`config.mk`:
```
export PLATFORM = sky130hd
export DESIGN_NAME = fetch_unit_flat
export DESIGN_NICKNAME = d
export VERILOG_FILES = /design/src/rtl/fetch_unit_if.sv /design/src/rtl/fetch_unit.sv /design/src/flat_wrapper.sv
export SDC_FILE = /design/constraint.sdc
export NUM_CORES = 1
export LEC_CHECK = 0
export ABC_AREA = 1
export ABC_CLOCK_PERIOD_IN_PS = 3800
export CORE_UTILIZATION = 40
export DETAILED_ROUTE_END_ITERATION = 10
export GPL_ROUTABILITY_DRIVEN = 0
export PLACE_DENSITY = 0.74
export REMOVE_ABC_BUFFERS = 1
export SYNTH_ARGS = -nofsm -noshare
export SYNTH_HDL_FRONTEND = slang
export SYNTH_SLANG_ARGS = --single-unit
```
`constraint.sdc`:
```
create_clock -name clk -period 3.8 [get_ports clk]
set_clock_uncertainty 0.15 [all_clocks]
set_input_delay 1.14 -clock clk [delete_from_list [all_inputs] [get_ports clk]]
set_output_delay 1.14 -clock clk [all_outputs]
set_load 0.02 [all_outputs]
```
`src/rtl/fetch_unit_if.sv`:
```
// ============================================================================
//  Module   : fetch_unit_if
//  Purpose  : ROM port-A and decode-handshake bundle of the fetch stage.
//  Revision : 1.0
// ============================================================================
`default_nettype none

interface fetch_unit_if #(
    parameter int WIDTH = 32
);
    logic             rom_en;
    logic [WIDTH-1:0] rom_addr;
    logic [WIDTH-1:0] rom_rd;
    logic             redirect_valid;
    logic [WIDTH-1:0] redirect_pc;
    logic             halt_req;
    logic             out_valid;
    logic             out_ready;
    logic [WIDTH-1:0] out_instr;
    logic [WIDTH-1:0] out_pc;
    logic             out_fault;
    logic             halted;

    // Fetch-unit side
    modport master (
        output rom_en, rom_addr, out_valid, out_instr, out_pc, out_fault, halted,
        input  rom_rd, redirect_valid, redirect_pc, halt_req, out_ready
    );

    // ROM / decode / branch-unit side
    modport slave (
        input  rom_en, rom_addr, out_valid, out_instr, out_pc, out_fault, halted,
        output rom_rd, redirect_valid, redirect_pc, halt_req, out_ready
    );
endinterface

`default_nettype wire

```
`src/rtl/fetch_unit.sv`:
```
// ============================================================================
//  Module   : fetch_unit
//  Purpose  : PC owner and instruction-fetch stage in front of a 1-cycle ROM.
//  Revision : 1.0
// ============================================================================
`default_nettype none

module fetch_unit #(
    parameter int               WIDTH    = 32,
    parameter int               LENGTH   = 256,
    parameter logic [WIDTH-1:0] RESET_PC = '0
) (
    input  wire            clk,
    input  wire            rst_n,
    fetch_unit_if.master   bus
);

    typedef enum logic [1:0] {
        ST_RUN   = 2'd0,
        ST_DRAIN = 2'd1,
        ST_HALT  = 2'd2
    } state_t;

    localparam logic [WIDTH:0] c_limit = (WIDTH+1)'(LENGTH) << 2;

    state_t           r_state,      w_state_nxt;
    logic [WIDTH-1:0] r_fetch_pc,   w_fetch_pc_nxt;
    logic [WIDTH-1:0] r_resp_pc,    w_resp_pc_nxt;
    logic             r_resp_valid, w_resp_valid_nxt;
    logic             r_resp_fault, w_resp_fault_nxt;
    logic             w_rom_en;
    logic [WIDTH-1:0] w_rom_addr;
    logic [WIDTH-1:0] w_redir_addr;
    logic             w_can_issue;

    function automatic logic f_out_of_range(input logic [WIDTH-1:0] addr);
        return {1'b0, addr} >= c_limit;
    endfunction

    assign w_redir_addr = bus.redirect_pc & ~WIDTH'(3);
    assign w_can_issue  = !r_resp_valid || bus.out_ready;

    always_ff @(posedge clk or negedge rst_n) begin
        if (!rst_n) begin
            r_state      <= ST_RUN;
            r_fetch_pc   <= RESET_PC;
            r_resp_pc    <= RESET_PC;
            r_resp_valid <= 1'b0;
            r_resp_fault <= 1'b0;
        end else begin
            r_state      <= w_state_nxt;
            r_fetch_pc   <= w_fetch_pc_nxt;
            r_resp_pc    <= w_resp_pc_nxt;
            r_resp_valid <= w_resp_valid_nxt;
            r_resp_fault <= w_resp_fault_nxt;
        end
    end

    always_comb begin
        w_state_nxt      = r_state;
        w_fetch_pc_nxt   = r_fetch_pc;
        w_resp_pc_nxt    = r_resp_pc;
        w_resp_valid_nxt = r_resp_valid;
        w_resp_fault_nxt = r_resp_fault;
        w_rom_en         = 1'b0;
        w_rom_addr       = r_fetch_pc;

        if (bus.redirect_valid) begin
            // Redirect overrides everything and squashes the pending response.
            w_rom_en         = 1'b1;
            w_rom_addr       = w_redir_addr;
            w_resp_valid_nxt = 1'b1;
            w_resp_pc_nxt    = w_redir_addr;
            w_resp_fault_nxt = f_out_of_range(w_redir_addr);
            w_fetch_pc_nxt   = w_redir_addr + WIDTH'(4);
            w_state_nxt      = ST_RUN;
        end else begin
            case (r_state)
                ST_RUN: begin
                    if (bus.halt_req) begin
                        w_state_nxt = ST_DRAIN;
                        if (bus.out_ready) w_resp_valid_nxt = 1'b0;
                    end else if (w_can_issue) begin
                        w_rom_en         = 1'b1;
                        w_fetch_pc_nxt   = r_fetch_pc + WIDTH'(4);
                        w_resp_valid_nxt = 1'b1;
                        w_resp_pc_nxt    = r_fetch_pc;
                        w_resp_fault_nxt = f_out_of_range(r_fetch_pc);
                        if (f_out_of_range(r_fetch_pc)) w_state_nxt = ST_DRAIN;
                    end
                end
                ST_DRAIN: begin
                    if (bus.out_ready) w_resp_valid_nxt = 1'b0;
                    if (!r_resp_valid || bus.out_ready) w_state_nxt = ST_HALT;
                end
                ST_HALT: begin
                    w_resp_valid_nxt = 1'b0;
                end
                default: begin
                    w_state_nxt = ST_RUN;
                end
            endcase
        end
    end

    // rst_n gates the enable so the ROM sees no request while reset is held.
    assign bus.rom_en    = rst_n && w_rom_en;
    assign bus.rom_addr  = w_rom_addr;
    assign bus.out_valid = r_resp_valid && !bus.redirect_valid && (r_state != ST_HALT);
    assign bus.out_instr = bus.rom_rd;
    assign bus.out_pc    = r_resp_pc;
    assign bus.out_fault = r_resp_fault;
    assign bus.halted    = (r_state == ST_HALT);

endmodule

`default_nettype wire
```
`src/flat_wrapper.sv`:
```
// flat-port wrapper written by rule: the top's interface ports become plain ports
module fetch_unit_flat 
#(
    parameter int               WIDTH    = 32,
    parameter int               LENGTH   = 256,
    parameter logic [WIDTH-1:0] RESET_PC = '0
)
  (clk, rst_n, bus_rom_en, bus_rom_addr, bus_out_valid, bus_out_instr, bus_out_pc, bus_out_fault, bus_halted, bus_rom_rd, bus_redirect_valid, bus_redirect_pc, bus_halt_req, bus_out_ready);
  fetch_unit_if #(.WIDTH(WIDTH)) bus_i ();
  input  wire clk;
  input  wire rst_n;
  output wire logic [$bits(bus_i.rom_en)-1:0] bus_rom_en;
  output wire logic [$bits(bus_i.rom_addr)-1:0] bus_rom_addr;
  output wire logic [$bits(bus_i.out_valid)-1:0] bus_out_valid;
  output wire logic [$bits(bus_i.out_instr)-1:0] bus_out_instr;
  output wire logic [$bits(bus_i.out_pc)-1:0] bus_out_pc;
  output wire logic [$bits(bus_i.out_fault)-1:0] bus_out_fault;
  output wire logic [$bits(bus_i.halted)-1:0] bus_halted;
  input wire logic [$bits(bus_i.rom_rd)-1:0] bus_rom_rd;
  input wire logic [$bits(bus_i.redirect_valid)-1:0] bus_redirect_valid;
  input wire logic [$bits(bus_i.redirect_pc)-1:0] bus_redirect_pc;
  input wire logic [$bits(bus_i.halt_req)-1:0] bus_halt_req;
  input wire logic [$bits(bus_i.out_ready)-1:0] bus_out_ready;
  assign bus_rom_en = bus_i.rom_en;
  assign bus_rom_addr = bus_i.rom_addr;
  assign bus_out_valid = bus_i.out_valid;
  assign bus_out_instr = bus_i.out_instr;
  assign bus_out_pc = bus_i.out_pc;
  assign bus_out_fault = bus_i.out_fault;
  assign bus_halted = bus_i.halted;
  assign bus_i.rom_rd = bus_rom_rd;
  assign bus_i.redirect_valid = bus_redirect_valid;
  assign bus_i.redirect_pc = bus_redirect_pc;
  assign bus_i.halt_req = bus_halt_req;
  assign bus_i.out_ready = bus_out_ready;
  fetch_unit #(.WIDTH(WIDTH), .LENGTH(LENGTH), .RESET_PC(RESET_PC)) u_core (.clk(clk), .rst_n(rst_n), .bus(bus_i));
endmodule
```
==> impl_metrics.json <==
{
  "viasPerCell": 5.09,
  "power_frac_clock": 0.220,
  "diodes": 0,
  "path_max_fanout": 3,
  "setup_viol": 0,
  "power.share.switching": 0.391,
  "cap_violations": 0,
  "grt_pass1_vias": 4268,
  "clk_pin_slew_worst_paths_ps": 70,
  "cts_sinks": 64,
  "netlist_area_um2": 4410,
  "holdPathEnd": "u_core.bus.out_pc[17]",
  "synth_area_leader_cell": "dfrtp_1",
  "drc": 0,
  "fin_crit_ps": 3700,
  "post-cts-setup-buffers": 0,
  "cts-root-buf": "clkbuf_8",
  "die_area_um2": 11400,
  "total_power_mw": 3.06,
  "fin_area_um2": 5790,
  "syn_avg_cell_area_um2": 7.30,
  "fin_ws_ps": 104,
  "drtAntennaViolNets": 0,
  "multi_input_area_um2": 2280,
  "report.final.slew_viol_count": 0,
  "cts_made_buffers": 9,
  "yosys-top-cells-area": "dfrtp_1 36%, nand2_1 14%, nor2_1 7.6%, buf_4 6.5%, nand3_1 5.6%",
  "synth_most_common_cell": "nand2_1",
  "worst_slew_pin_slew_ps": 832,
  "io_buffer_count": 98,
  "timing.final.crit_share": 0.973,
  "pre_cts_slack_ps": -294,
  "min-delay-start": "u_core.bus.out_pc[17]",
  "fp.coreArea_um2": 10500,
  "relSlewSlack": 0.446,
  "grt_pass1_wl_mm": 22.0,
  "dr.pass1.iters": 5,
  "dp_hpwl_mm": 9.86,
  "row_count": 37,
  "min_path_type": "flop to flop",
  "htreeDepth": 3,
  "antenna_found_initial": 0,
  "cp_data_required_time_ps": 2510,
  "first_iter_violations": 246,
  "wirelength_mm": 13.6,
  "vias": 4329,
  "gr-total-overflow": 0,
  "die_y_um": 107,
  "cts_tree": "done",
  "critPathLaunchType": "input port",
  "ys_warn_count": 0,
  "routedWlPerCell_um": 16.0,
  "critPathArrivalTime_ps": 2410,
  "p_per_area_nw_per_um2": 529,
  "rsz0062_at_grt": "no",
  "timing.rr.end": "u_core.r_fetch_pc[26]",
  "peakVddDrop_uv": 272,
  "fillCellCount": 1010,
  "synth_top_area_frac": 0.363,
  "ys_types": 38,
  "post_dp_cell_area_um2": 5560,
  "syn2layout_area_growth_pct": 31.3,
  "syn_inst": 604,
  "finalHoldViolCount": 0,
  "synth_edf_count": 0,
  "io_pins": 169,
  "setup-tns-final_ps": 0,
  "seqPwrFrac": 0.336,
  "whs_ps": 333,
  "reg2reg_depth": 12,
  "internal_power_mw": 1.87,
  "endpoint_kind": "output port",
  "status": "finished, final reports clean",
  "clockBufferDepth": 2,
  "power_frac_comb": 0.444,
  "fmax_mhz": 271,
  "min_path_cells": 2,
  "yosysSeqAreaShare": 0.363,
  "path_class": "input port to output port",
  "synth_commonest_cells": "170 x nand2_1, 89 x nor2_1, 64 x dfrtp_1",
  "p_leak_nw": 2.73,
  "drive_gt1_frac": 0.210,
  "clock_latency_ps": 350,
  "cts_hold_buf": 0,
  "reg2reg_from": "u_core.r_state[0]",
  "nets": 784,
  "start_util": 0.420,
  "grt_usage": 0.250,
  "p_switching_mw": 1.20,
  "synth_flop_cell": "dfrtp_1",
  "dieWidth_um": 107,
  "async_flop_share": 1.00,
  "synth-seq-cells": 64,
  "regArea_um2": 1600,
  "grt_max_degree": 74,
  "regToRegSetupSlack_ps": 1180
}
==> timing repair <==
item	in CTS	in global routing
cloned	1	0
resized for setup	29	5
setup endpoints to repair	32	5
==> critical path: stages <==
cell	delay (ps)
dlygate4sd2_1	350
inv_2	130
or2_2	290
o21ai_1	100
inv_1	80
dlygate4sd2_1	320
==> state kept, by name, indices dropped and copies added (netlist names) <==
name                  flops
u_core.r_state            2
u_core.bus.out_fault      1
u_core.r_fetch_pc        30
u_core.bus.out_pc        30
u_core.r_resp_valid       1
==> layout by cell type, fill, tap and decap left out, types with 11 or more instances in the layout <==
master	netlist	layout
inv_1	29	29
o21ai_0	12	11
buf_4	38	47
nor2_1	89	89
dlygate4sd2_1	0	29
nand2_1	170	170
nand3_1	49	49
dfrtp_1	64	64
nand2_2	39	39
clkbuf_8	0	11
nor2_4	11	11
clkdlybuf4s50_1	0	64
nand2_4	12	12
==> area by class of cell <==
cell class,instances,share of cell area
inverters,37,0.0240
flip-flops and latches,64,0.277
multi-input cells,450,0.394
repair buffers,148,0.238
well taps,136,0.0294
clock buffers,12,0.0268
clock inverters,3,0.0112
==> kinds of logic after synthesis <==
logic type	count (synthesis)	share of synthesized area
other cells	1	0.000850
xor+xnor	1	0.00199
flops	64	0.363
buf+inv	93	0.124
fa+ha+maj	5	0.0142
simple gates	399	0.437
compound gates	41	0.0587
==> worst max-delay path by stage <==
stage | slack, ps | cells past startpoint | endpoint | startpoint
after floorplan | -2400 | 6 | u_core.r_fetch_pc[12] | bus_out_ready
after global placement | -310 | 6 | bus_rom_addr[31] | bus_redirect_valid
after detailed placement | -290 | 6 | bus_rom_addr[4] | bus_redirect_valid
after CTS | -110 | 5 | bus_rom_addr[15] | bus_redirect_valid
after global routing | 60 | 6 | bus_rom_addr[31] | bus_redirect_valid
final | 100 | 6 | bus_rom_addr[31] | bus_redirect_valid
==> stage by stage <==
stage	instances	utilization
final	850	0.551
after global routing	850	0.551
after CTS	850	0.550
after detailed placement	834	0.529
after global placement	834	0.529
after floorplan	551	-
==> per-layer routing <==
metal,GRT usage,vias to the layer above,part of all wire
met5,0.0667,-,0.0043
met4,0.0450,2,0.0084
met3,0.103,13,0.11
met2,0.360,199,0.43
met1,0.347,2024,0.46
li1,-,2091,-
==> power groups by stage <==
stage          registers (mW)  logic, mW  clock network (mW)
2_1_floorplan            1.13      0.644                   0
3_3_place_gp             1.03       1.37                   0
3_5_place_dp             1.04       1.39                   0
4_1_cts                  1.03       1.37               0.683
5_1_grt                  1.05       1.49               0.714
6_report                 1.03       1.36               0.674
No activity file was read; power rests on OpenSTA's default activity.
